===== src/rtl/rbs_64_bit_seq.sv =====
// Sequential ripple-borrow subtractor: d = a - b - b_in, one CHUNK-wide slice per
// clock, with the borrow carried between slices in a flop. start/done handshake.
module rbs_64_bit_seq #(
   parameter int WIDTH = 64,
   parameter int CHUNK = 16
) (
   input  logic             clk,
   input  logic             rst_n,
   input  logic             start,
   input  logic [WIDTH-1:0] a,
   input  logic [WIDTH-1:0] b,
   input  logic             b_in,
   output logic             ready,
   output logic             busy,
   output logic             done,
   output logic [WIDTH-1:0] d,
   output logic             b_out,
   output logic             ovf
);

   localparam int N     = WIDTH / CHUNK;
   localparam int IDX_W = (N > 1) ? $clog2(N) : 1;

   typedef enum logic [1:0] {
      IDLE = 2'd0,
      RUN  = 2'd1,
      DONE = 2'd2
   } state_t;

   state_t             state_q, state_d;
   logic [WIDTH-1:0]   a_q, b_q, d_q;
   logic               borrow_q, b_out_q, ovf_q;
   logic [IDX_W-1:0]   idx_q;

   logic               accept;
   logic               last_slice;
   logic [CHUNK-1:0]   a_slice, b_slice, diff;
   logic               borrow_nxt;

   // Both IDLE and the single DONE cycle accept a new request.
   assign accept     = start && (state_q != RUN);
   assign last_slice = (idx_q == IDX_W'(N - 1));

   always_comb begin
      // NOTE: every variable gets a default before the loop so no latch is inferred.
      a_slice = '0;
      b_slice = '0;
      for (int i = 0; i < N; i++) begin
         if (idx_q == IDX_W'(i)) begin
            a_slice = a_q[i*CHUNK +: CHUNK];
            b_slice = b_q[i*CHUNK +: CHUNK];
         end
      end
   end

   // One extra bit on the left catches the borrow out of the slice.
   assign {borrow_nxt, diff} = {1'b0, a_slice} - {1'b0, b_slice} - {{CHUNK{1'b0}}, borrow_q};

   // State register.
   always_ff @(posedge clk or negedge rst_n) begin
      // NOTE: non-blocking assignments keep all flops updating from pre-edge values.
      if (!rst_n) begin
         state_q <= IDLE;
      end else begin
         state_q <= state_d;
      end
   end

   // Next-state logic.
   always_comb begin
      state_d = state_q;
      case (state_q)
         IDLE:    if (start) state_d = RUN;
         RUN:     if (last_slice) state_d = DONE;
         DONE:    state_d = start ? RUN : IDLE;
         default: state_d = IDLE;
      endcase
   end

   // Handshake outputs decoded from the state.
   always_comb begin
      ready = 1'b0;
      busy  = 1'b0;
      done  = 1'b0;
      case (state_q)
         IDLE: ready = 1'b1;
         RUN:  busy  = 1'b1;
         DONE: begin
            ready = 1'b1;
            done  = 1'b1;
         end
         default: ready = 1'b0;
      endcase
   end

   // Operand, borrow and result datapath.
   always_ff @(posedge clk or negedge rst_n) begin
      if (!rst_n) begin
         a_q      <= '0;
         b_q      <= '0;
         d_q      <= '0;
         borrow_q <= 1'b0;
         b_out_q  <= 1'b0;
         ovf_q    <= 1'b0;
         idx_q    <= '0;
      end else if (accept) begin
         a_q      <= a;
         b_q      <= b;
         d_q      <= '0;
         borrow_q <= b_in;
         b_out_q  <= 1'b0;
         ovf_q    <= 1'b0;
         idx_q    <= '0;
      end else if (state_q == RUN) begin
         for (int i = 0; i < N; i++) begin
            if (idx_q == IDX_W'(i)) d_q[i*CHUNK +: CHUNK] <= diff;
         end
         borrow_q <= borrow_nxt;
         if (last_slice) begin
            idx_q   <= '0;
            b_out_q <= borrow_nxt;
            // The last slice holds the result MSB, so diff supplies d's sign bit.
            ovf_q   <= (a_q[WIDTH-1] != b_q[WIDTH-1]) && (diff[CHUNK-1] != a_q[WIDTH-1]);
         end else begin
            idx_q <= idx_q + 1'b1;
         end
      end
   end

   assign d     = d_q;
   assign b_out = b_out_q;
   assign ovf   = ovf_q;

endmodule


===== config.mk =====
export PLATFORM = sky130hd
export DESIGN_NAME = rbs_64_bit_seq
export DESIGN_NICKNAME = d
export VERILOG_FILES = /design/src/rtl/rbs_64_bit_seq.sv
export SDC_FILE = /design/constraint.sdc
export NUM_CORES = 1
export LEC_CHECK = 0
export BUFFER_PORTS_ARGS = -buffer_cell sky130_fd_sc_hd__buf_2
export CORE_MARGIN = 3
export CORE_UTILIZATION = 35
export DETAILED_ROUTE_END_ITERATION = 10
export HOLD_SLACK_MARGIN = 0.08
export PLACE_DENSITY = 0.6
export SLEW_MARGIN = 20
export SYNTH_ARGS = -nofsm -noshare
export SYNTH_HDL_FRONTEND = slang
export SYNTH_SLANG_ARGS = --single-unit

===== constraint.sdc =====
create_clock -name clk -period 5.3 [get_ports clk]
set_input_delay 0.53 -clock clk [delete_from_list [all_inputs] [get_ports clk]]
set_output_delay 0.53 -clock clk [all_outputs]
set_load 0.02 [all_outputs]

==> metrics.csv, run 1 <==
metric,value,unit
status,finished clean,
hpwlAfterDp,20.1,mm
grt_pass1_wl,44.7,mm
grt_max_degree,139,
ios,201,
ff2ff_path_depth,17,
end_kind,register,
critPathRequiredTime,5.61,ns
clkTransAtPathRegs,0.08,ns
cts_sinks,199,
area_growth,19.4,%
portBuffers,200,
synth_area,9710,sq um
design_area,11600,sq um
nets,1515,
r2r_end,d[13],
ys_types,48,
crit_type,reg2reg,
vias_per_cell,4.86,
first_global_vias,8323,
cts_tree,done,
skew,0.0122,ns
groute.usage.overall,18.8,%
period_needed,4.39,ns
start_util,35.8,%
yosys_warnings,0,
drc,0,
cp_slowest_cell,ha_2,
wl_per_cell,16.0,microns
fmax,0.228,GHz
fillCellCount,2776,
hold_buffers,0,
worstMarginPinSlew,0.845,ns
drt_iter0_drc,620,
gp_congestion,0.846,
ys_seq_area_share,51.3,%
worstPathMaxFanout,31,
hold_violations,0,
crit_cells,17,
antenna_found_initial,0,
pre_cts_slack,0.965,ns
fin_util,42.8,%
rsz0062_at_grt,false,
r2r_slack,0.91,ns
post_dp_cell_area,11000,sq um
die_area,29800,sq um
crit_path_cell_trace,inv_1 > ha_2 > buf_4 > nor2_1 > a21oi_1 > nor2_1 > a21oi_1 > o21ai_0 > ha_1 > inv_1 > ha_1 > a21o_1 > o41ai_2 > nand2_1 > a221oi_2 > nand3b_1 > nand3_1,
coreArea,27100,sq um
relSlewSlack,43.7,%
diodes,0,
cts_setup_buffers,0,
fp.dieW,173,microns
setup.worst_path.start_class,register,
synth_seq_cells,199,
num_rows,60,
reg2reg_from,idx_q[1],
clk_latency,0.44,ns
final.setup.tns,0,ns
crit_buf_inv,3,
max_cap_viol_count,0,
critPathArrivalTime,4.70,ns
syn_avg_cell_area,8.17,sq um
cts_made_buffers,17,
fin_ws,0.906,ns
post_cts_resized,0,
syn_nets,1355,
first_pass_iters,5,
hold_path_class,in2async,
root_buffer,clkbuf_16,
h-tree-depth,4,
finalSetupViolCount,0,
routed_wl,27.8,mm
drv_slew,0,
period_share,82.9,%
die_y,173,microns
overflow,0,
slowest_delay,0.61,ns
postSynthCellCount,1189,
crit_family,compound AO/OA/AOI/OAI gates,
final_layout_size_suffix_gt1_share,19.8,%
antenna_left,0,
cts_buffer_depth,2,
via_count,8420,
## cells by family (layout without fill, tap and decap cells)
kind of cell,Yosys count,count (layout),synth area share (%)
simple gates,635,635,25.7
flops,199,199,51.3
compound gates,193,193,12.0
buf+inv,104,277,4.07
fa+ha+maj,34,34,4.53
xor+xnor,13,13,1.17
mux,11,11,1.28
## per-layer routing
metal  vias to the layer above  part of all wire (%)  GRT usage (%)  wire length (microns)
li1                       4154                     -              -                      -
met1                      3982                    46           26.3                  12900
met2                       255                    47           29.9                  13000
met3                        29                   5.0           3.27                   1380
met4                         0                   2.0           5.81                    566
met5                         -                     0              0                      0
## state kept, by name (all words and copies together), names as in the netlist
name and count:
a_q 64, b_q 64, d 64, idx_q 2
state_q 2, b_out 1, borrow_q 1, ovf 1
## cell usage in the layout, fill, tap and decap left out, types with 4 or more instances in the layout
| cell | count |
|---|---|
| nor2_1 | 108 |
| o21ai_1 | 6 |
| nand3b_1 | 7 |
| a21oi_1 | 99 |
| clkbuf_16 | 17 |
| inv_6 | 5 |
| xnor2_1 | 6 |
| a22o_1 | 10 |
| a21o_1 | 5 |
| o31ai_1 | 6 |
| buf_2 | 199 |
| nand2_1 | 474 |
| nand2b_1 | 4 |
| buf_4 | 10 |
| nand3_1 | 13 |
| inv_1 | 34 |
| dfrtp_1 | 199 |
| nor3_1 | 4 |
| nor2b_1 | 9 |
| a211oi_1 | 11 |
| mux2_2 | 11 |
| xor2_1 | 7 |
| o21ai_0 | 35 |
| ha_1 | 29 |
## layout make-up
type | count | area, sq um | share of cell area [%]
flip-flops and latches | 199 | 4980 | 42.9
multi-input cells | 886 | 4360 | 37.6
repair buffers | 211 | 1100 | 9.52
well taps | 372 | 465 | 4.01
clock buffers | 20 | 457 | 3.94
inverters | 34 | 128 | 1.10
clock inverters | 12 | 105 | 0.906
## Yosys cell counts, drive strengths merged
cell,number,area share (%)
nand2,475,18
dfrtp,199,51
nor2,111,4.3
a21oi,102,5.4
clkbuf,57,2.2
o21ai,42,2.2
inv,34,1.3
ha,32,4.1
buf,13,0.55
nand3,13,0.67
a211oi,12,0.98
mux2,11,1.3
a22o,10,0.90
nor2b,9,0.58
nand3b,7,0.54
o31ai,7,0.68
xor2,7,0.63
xnor2,6,0.54
a21o,5,0.39
and2,4,0.26
nand2b,4,0.26
nor3,4,0.21
and3,3,0.19
a22oi,2,0.15
fa,2,0.41
nand4,2,0.13
a2111o,1,0.12
a211o,1,0.090
a21boi,1,0.077
a221o,1,0.10
a221oi,1,0.15
a31oi,1,0.064
a41o,1,0.10
and2b,1,0.077
nor4b,1,0.090
o211ai,1,0.077
o21a,1,0.077
o22a,1,0.090
o2bb2ai,1,0.090
o311ai,1,0.090
o41ai,1,0.17
or3,1,0.064
## worst max path at each step
| stage | startpoint | end | slack [ns] |
|---|---|---|---|
| after CTS | idx_q[1] | d[13] | 0.93 |
| after global placement | idx_q[0] | d[10] | 1.04 |
| after detailed placement | idx_q[1] | d[10] | 0.96 |
| after global routing | idx_q[1] | d[13] | 0.57 |
| final | idx_q[1] | d[13] | 0.91 |
| after floorplan | idx_q[0] | d[10] | 1.57 |
## per-stage QoR
stage / hold slack (ns) / instances
after global placement: 0.458 / 1702
after detailed placement: 0.462 / 1702
after floorplan: 0.234 / 1189
final: 0.0732 / 1734
after CTS: 0.0898 / 1734
after global routing: 0.104 / 1734
Power of run 1 is left out: the tool's default activity adds up to more than one toggle a clock period on the data nets, which glitch-free logic cannot reach.
==> run 2, diff against run 1 <==
- ABC_AREA: default -> 1
- clock period: 5.3 -> 4.3 ns (I/O delays scaled with it)
==> run 2 against run 1 <==
Effect of this change: global-route usage rose by 0.42 points; register-to-register slack got worse by 0.55 ns; count of clock-buffer cells in the layout fell by 2.
==> metrics.csv, run 2 <==
metric,value,unit,change
status,finished clean,,
cp_slowest_cell,dfrtp_1,,
post_dp_cell_area,10800,sq um,-2.3%
crit_family,compound AO/OA/AOI/OAI gates,,
end_kind,register,,
critPathRequiredTime,4.65,ns,-0.96 ns
portBuffers,200,,unchanged
syn_avg_cell_area,8.19,sq um,+0.22%
max_cap_viol_count,0,,unchanged
cts_sinks,199,,unchanged
die_area,29200,sq um,-2.1%
groute.usage.overall,19.2,%,+0.42 points
num_rows,59,,-1.7%
hpwlAfterDp,20.5,mm,+1.9%
crit_path_cell_trace,inv_1 > ha_1 > nand2_1 > inv_1 > buf_4 > a22oi_1 > o21ai_0 > o21ai_0 > ha_1 > inv_1 > ha_1 > nand2_1 > inv_1 > nand2_1 > nand2_1 > a211oi_1 > nand2_1 > nand2_1 > nand3_2 > o21ai_1,,
final_cell_mix,"nand2_1 (526), dfrtp_1 (199), buf_2 (199)",,
vias_per_cell,4.90,,+1.0%
critPathArrivalTime,4.30,ns,-0.40 ns
period_share,91.7,%,+8.8 points
clkTransAtPathRegs,0.08,ns,about the same
drv_slew,0,,unchanged
fmax,0.254,GHz,+11%
h-tree-depth,4,,unchanged
syn_nets,1327,,-2.1%
die_y,171,microns,-1.0%
async_flop_share,100,%,unchanged
synthFlopType,dfrtp_1,,
diodes,0,,unchanged
grt_max_degree,90,,-35%
synth_edf_count,0,,unchanged
r2r_end,d[46],,
antenna_found_initial,0,,unchanged
antenna_left,0,,unchanged
yosysMostFrequentCell,nand2_1,,
drt_iter0_drc,694,,+12%
yosys_warnings,0,,unchanged
finalSetupViolCount,0,,unchanged
overflow,0,,unchanged
drc,0,,unchanged
area_growth,19.9,%,
relSlewSlack,37.8,%,-5.9 points
cp_common_cell,nand2_1,,
synth.area.top_cells,"dfrtp_1 (52%), nand2_1 (21%), ha_1 (4.2%)",,
fp.dieW,171,microns,-1.0%
clk_latency,0.45,ns,about the same
routed_wl,27.6,mm,-0.78%
period_needed,3.94,ns,-0.449 ns
cts_buffer_depth,2,,unchanged
holdWs,0.177,ns,+0.104 ns
r2r_slack,0.36,ns,-0.55 ns
start_util,36.1,%,+0.23 points
final.setup.tns,0,ns,unchanged
rsz0062_at_grt,false,,
fin_util,43.3,%,+0.43 points
worstPathMaxFanout,21,,-32%
via_count,8239,,-2.1%
ff2ff_path_depth,20,,+3
setup.worst_path.start_class,register,,
first_global_vias,7924,,-4.8%
final_common_cell,nand2_1,,
hold_path_class,in2reg,,
cts_tree,done,,
ios,201,,unchanged
crit_start,idx_q[0],,
crit_path_end,d[46],,
worstMarginPinSlew,0.933,ns,+0.0882 ns
wl_per_cell,16.4,microns,+2.4%
hold_violations,0,,unchanged
grt_pass1_wl,43.7,mm,-2.3%
gp_congestion,0.909,,+7.5%
root_buffer,clkbuf_16,,
crit_cells,20,,+3
coreArea,26400,sq um,-2.8%
nets,1498,,-1.1%
synth_area,9510,sq um,-2.1%
ys_types,39,,-19%
synth_seq_cells,199,,unchanged
reg2reg_from,idx_q[0],,
skew,0.0203,ns,+0.00806 ns
synth.largest_area_cell,dfrtp_1,,
cts_made_buffers,17,,unchanged
first_pass_iters,5,,unchanged
final_layout_size_suffix_gt1_share,20.5,%,+0.77 points
synth_top_area_share,52.4,%,+1.1 points
slowest_delay,0.41,ns,-0.20 ns
postSynthCellCount,1161,,-2.4%
yosys-top-cells-count,"nand2_1 (526), dfrtp_1 (199), o21ai_0 (56), inv_1 (52), o21ai_1 (46)",,
design_area,11400,sq um,-1.8%
ys_seq_area_share,52.4,%,+1.1 points
crit_type,reg2reg,,
crit_buf_inv,5,,+2
run 2: changes by cell type after synthesis, sizes merged, moves of 28 or more:
cell	before	now
nor2	111	41
inv	34	62
clkbuf	57	29
nand2	475	531
o21ai	42	103
a21oi	102	40
run 2: final cells by class:
cell class	count	area (sq um)
Fill cell	2649	15000
Sequential cell	199	4980
Multi-Input combinational cell	839	4030
Timing Repair Buffer	213	1120
Clock buffer	18	429
Tap cell	335	419
Inverter	62	235
Clock inverter	14	184
run 2: per-stage QoR:
step                worst slack, ns  std cells
detailed placement            0.462       1647
global route                 0.0606       1680
global placement              0.515       1647
floorplan                      1.05       1161
CTS                           0.402       1680
finish                        0.356       1680
run 2: metal layers:
| metal | global-route usage, % | vias to the layer above | routed length (microns) |
|---|---|---|---|
| li1 | - | 4083 | - |
| met1 | 29.1 | 3834 | 13500 |
| met2 | 28.3 | 291 | 11800 |
| met3 | 3.49 | 31 | 1750 |
| met4 | 4.97 | 0 | 488 |
| met5 | 0 | - | 0 |
run 2: worst min path at each step:
stage / from / end / slack [ns] / depth (start not counted)
6_report: b[37] / b_q[37] / 0.18 / 3
5_1_grt: a[6] / a_q[6] / 0.18 / 3
4_1_cts: b[4] / b_q[4] / 0.17 / 3
3_5_place_dp: a_q[55] / a_q[55] / 0.45 / 2
3_3_place_gp: a_q[59] / a_q[59] / 0.45 / 2
2_1_floorplan: rst_n / a_q[0] / 0.13 / 0
run 2: cells by family after synthesis:
family                   after synthesis  synth area share, %
flip-flops                           199                 52.4
adder cells (fa/ha/maj)               34                 4.63
AO/OA/AOI/OAI                        197                 12.4
AND/OR/NAND/NOR                      607                 25.2
XOR/XNOR                               1               0.0921
buffers and inverters                123                 5.33
run 2: repair_timing:
action                     4_1_cts  5_1_grt
setup endpoints to repair        0        0
hold endpoints to repair        70        0
resized for setup                0        0
buffers inserted                 0        0
hold buffers                     1        0
run 2: worst register-to-register path, stage by stage, from the launching register on:
cell	delay (ns)
dfrtp_1	0.41
inv_1	0.13
ha_1	0.24
nand2_1	0.07
inv_1	0.06
buf_4	0.27
a22oi_1	0.12
o21ai_0	0.30
o21ai_0	0.22
ha_1	0.33
inv_1	0.04
ha_1	0.37
nand2_1	0.16
inv_1	0.10
nand2_1	0.09
nand2_1	0.06
a211oi_1	0.39
nand2_1	0.10
nand2_1	0.08
nand3_2	0.11
o21ai_1	0.21
Power of run 2 is left out for the same reason.
==> run 3, diff against run 2 <==
- ABC_AREA: 1 -> 0
- SETUP_SLACK_MARGIN: default -> 0.4
==> run 3 against run 2 <==
Effect of this change: sequential cell count is the same; maximum frequency up 4.5%; setup slack gained 0.17 ns; routed wire length up 4.1%; global-route usage is 0.44 points lower; largest cell class unchanged; die area up 2.1%; core utilization increased by 1.6 points; register-to-register slack improved by 0.17 ns; count of clock-buffer cells in the layout down 1; critical path depth is the same.
==> metrics.csv, run 3 (synthesis results as in run 1) <==
metric,value,unit,change
crit_buf_inv,3,,-2
start_util,35.8,%,-0.23 points
critPathRequiredTime,4.63,ns,-0.02 ns
clk_latency,0.44,ns,about the same
fmax,0.265,GHz,+4.5%
coreArea,27100,sq um,+2.8%
hold_path_class,in2async,,
portBuffers,200,,unchanged
die_area,29800,sq um,+2.1%
relSlewSlack,32.9,%,-4.9 points
antenna_left,0,,unchanged
cts_buffer_depth,2,,unchanged
hpwlAfterDp,20.2,mm,-1.6%
cp_slowest_cell,dfrtp_1,,
max_cap_viol_count,0,,unchanged
seqCellArea,4980,sq um,about the same
reg2reg_from,idx_q[0],,
final_common_cell,nand2_1,,
final_cell_mix,"nand2_1 (471), buf_2 (199), dfrtp_1 (198)",,
crit_path_end,d[42],,
crit_start,idx_q[0],,
rsz0062_at_grt,true,,
slowest_delay,0.43,ns,+0.02 ns
skew,0.0166,ns,-0.00376 ns
setup.worst_path.start_class,register,,
hold_violations,0,,unchanged
end_kind,register,,
cts_made_buffers,17,,unchanged
area_growth,25.0,%,
vias_per_cell,4.84,,-1.4%
fillCellCount,2700,,+1.9%
wl_per_cell,16.4,microns,-0.38%
r2r_end,d[42],,
drv_slew,0,,unchanged
diodes,0,,unchanged
multi_input_area,4610,sq um,+14%
r2r_slack,0.53,ns,+0.17 ns
crit_cells,20,,unchanged
cts_tree,done,,
grt_pass1_wl,44.7,mm,+2.4%
worstPathMaxFanout,8,,-62%
fp.dieW,173,microns,+1.0%
finalSetupViolCount,0,,unchanged
crit_type,reg2reg,,
ios,201,,unchanged
cp_common_cell,nor2_1,,
first_global_vias,8061,,+1.7%
drt_iter0_drc,657,,-5.3%
gp_congestion,0.809,,-11%
antenna_found_initial,0,,unchanged
ff2ff_path_depth,20,,unchanged
cts_sinks,199,,unchanged
groute.usage.overall,18.8,%,-0.44 points
crit_path_cell_trace,inv_2 > ha_4 > buf_12 > nand2_2 > nor2_1 > a21oi_1 > nor2_1 > a21oi_1 > nor2_1 > a21oi_2 > fa_2 > inv_2 > fa_2 > and2b_1 > o21ai_2 > a221o_1 > a21o_1 > a21o_1 > xor2_2 > a22o_1,,
via_count,8494,,+3.1%
worstMarginPinSlew,1.01,ns,+0.0732 ns
nets,1537,,+2.6%
period_share,87.8,%,-4.0 points
overflow,0,,unchanged
final_layout_size_suffix_gt1_share,23.6,%,+3.1 points
die_y,173,microns,+1.0%
crit_family,compound AO/OA/AOI/OAI gates,,
first_pass_iters,5,,unchanged
h-tree-depth,4,,unchanged
status,finished clean,,
clkTransAtPathRegs,0.08,ns,about the same
routed_wl,28.7,mm,+4.1%
grt_max_degree,118,,+31%
critPathArrivalTime,4.10,ns,-0.20 ns
period_needed,3.77,ns,-0.170 ns
drc,0,,unchanged
root_buffer,clkbuf_16,,
num_rows,60,,+1.7%
final.setup.tns,0,ns,unchanged
## run 3: cell types whose count changed in the layout (fill, tap and decap cells not counted), moves of 10 or more
cell | previous run | this run
mux2_2 | 0 | 11
o21ai_1 | 46 | 5
inv_1 | 52 | 31
a211oi_1 | 1 | 11
a22o_1 | 0 | 10
buf_4 | 11 | 23
nand2_1 | 526 | 471
nor2_1 | 37 | 109
a221oi_1 | 14 | 0
o21ai_0 | 56 | 31
a21oi_1 | 35 | 90
a22oi_1 | 17 | 2
## run 3: worst min-delay path by stage
| stage | cells past startpoint | endpoint | start |
|---|---|---|---|
| 2_1_floorplan | 0 | a_q[0] | rst_n |
| 3_3_place_gp | 2 | d[3] | d[3] |
| 3_5_place_dp | 2 | a_q[10] | a_q[10] |
| 4_1_cts | 3 | b_q[14] | b[14] |
| 5_1_grt | 1 | a_q[2] | rst_n |
| 6_report | 1 | a_q[2] | rst_n |
## run 3: metrics by stage
stage / std cells / util (%) / instance area (sq um) / hold slack [ns] / setup slack (ns)
floorplan: 1189 / - / 9710 / 0.134 / 0.567
global placement: 1711 / 41.1 / 11100 / 0.457 / 0.274
detailed placement: 1711 / 41.1 / 11100 / 0.462 / 0.168
CTS: 1747 / 43.6 / 11800 / 0.157 / 0.420
global route: 1756 / 44.8 / 12100 / 0.166 / 0.347
finish: 1756 / 44.8 / 12100 / 0.0703 / 0.526
## run 3: what timing repair did
item | CTS | global route
pin swaps | 1 | 16
endpoints found under the setup margin | 31 | 37
hold buffers | 0 | 0
buffers inserted | 4 | 7
resized for setup | 10 | 42
cloned | 0 | 2
## run 3: cell type report
type	instances	share of cell area, %
inverters	34	1.05
flip-flops and latches	199	41.0
repair buffers	233	11.3
well taps	372	3.83
multi-input cells	886	38.0
clock buffers	17	3.50
clock inverters	15	1.37
## run 3: routing by layer
metal,vias up,global-route usage [%],part of all wire [%]
met4,0,4.49,1.4
met5,-,0,0
met3,23,2.77,4.0
met1,4072,28.0,49
li1,4195,-,-
met2,204,28.9,46
Power of run 3 is left out for the same reason.
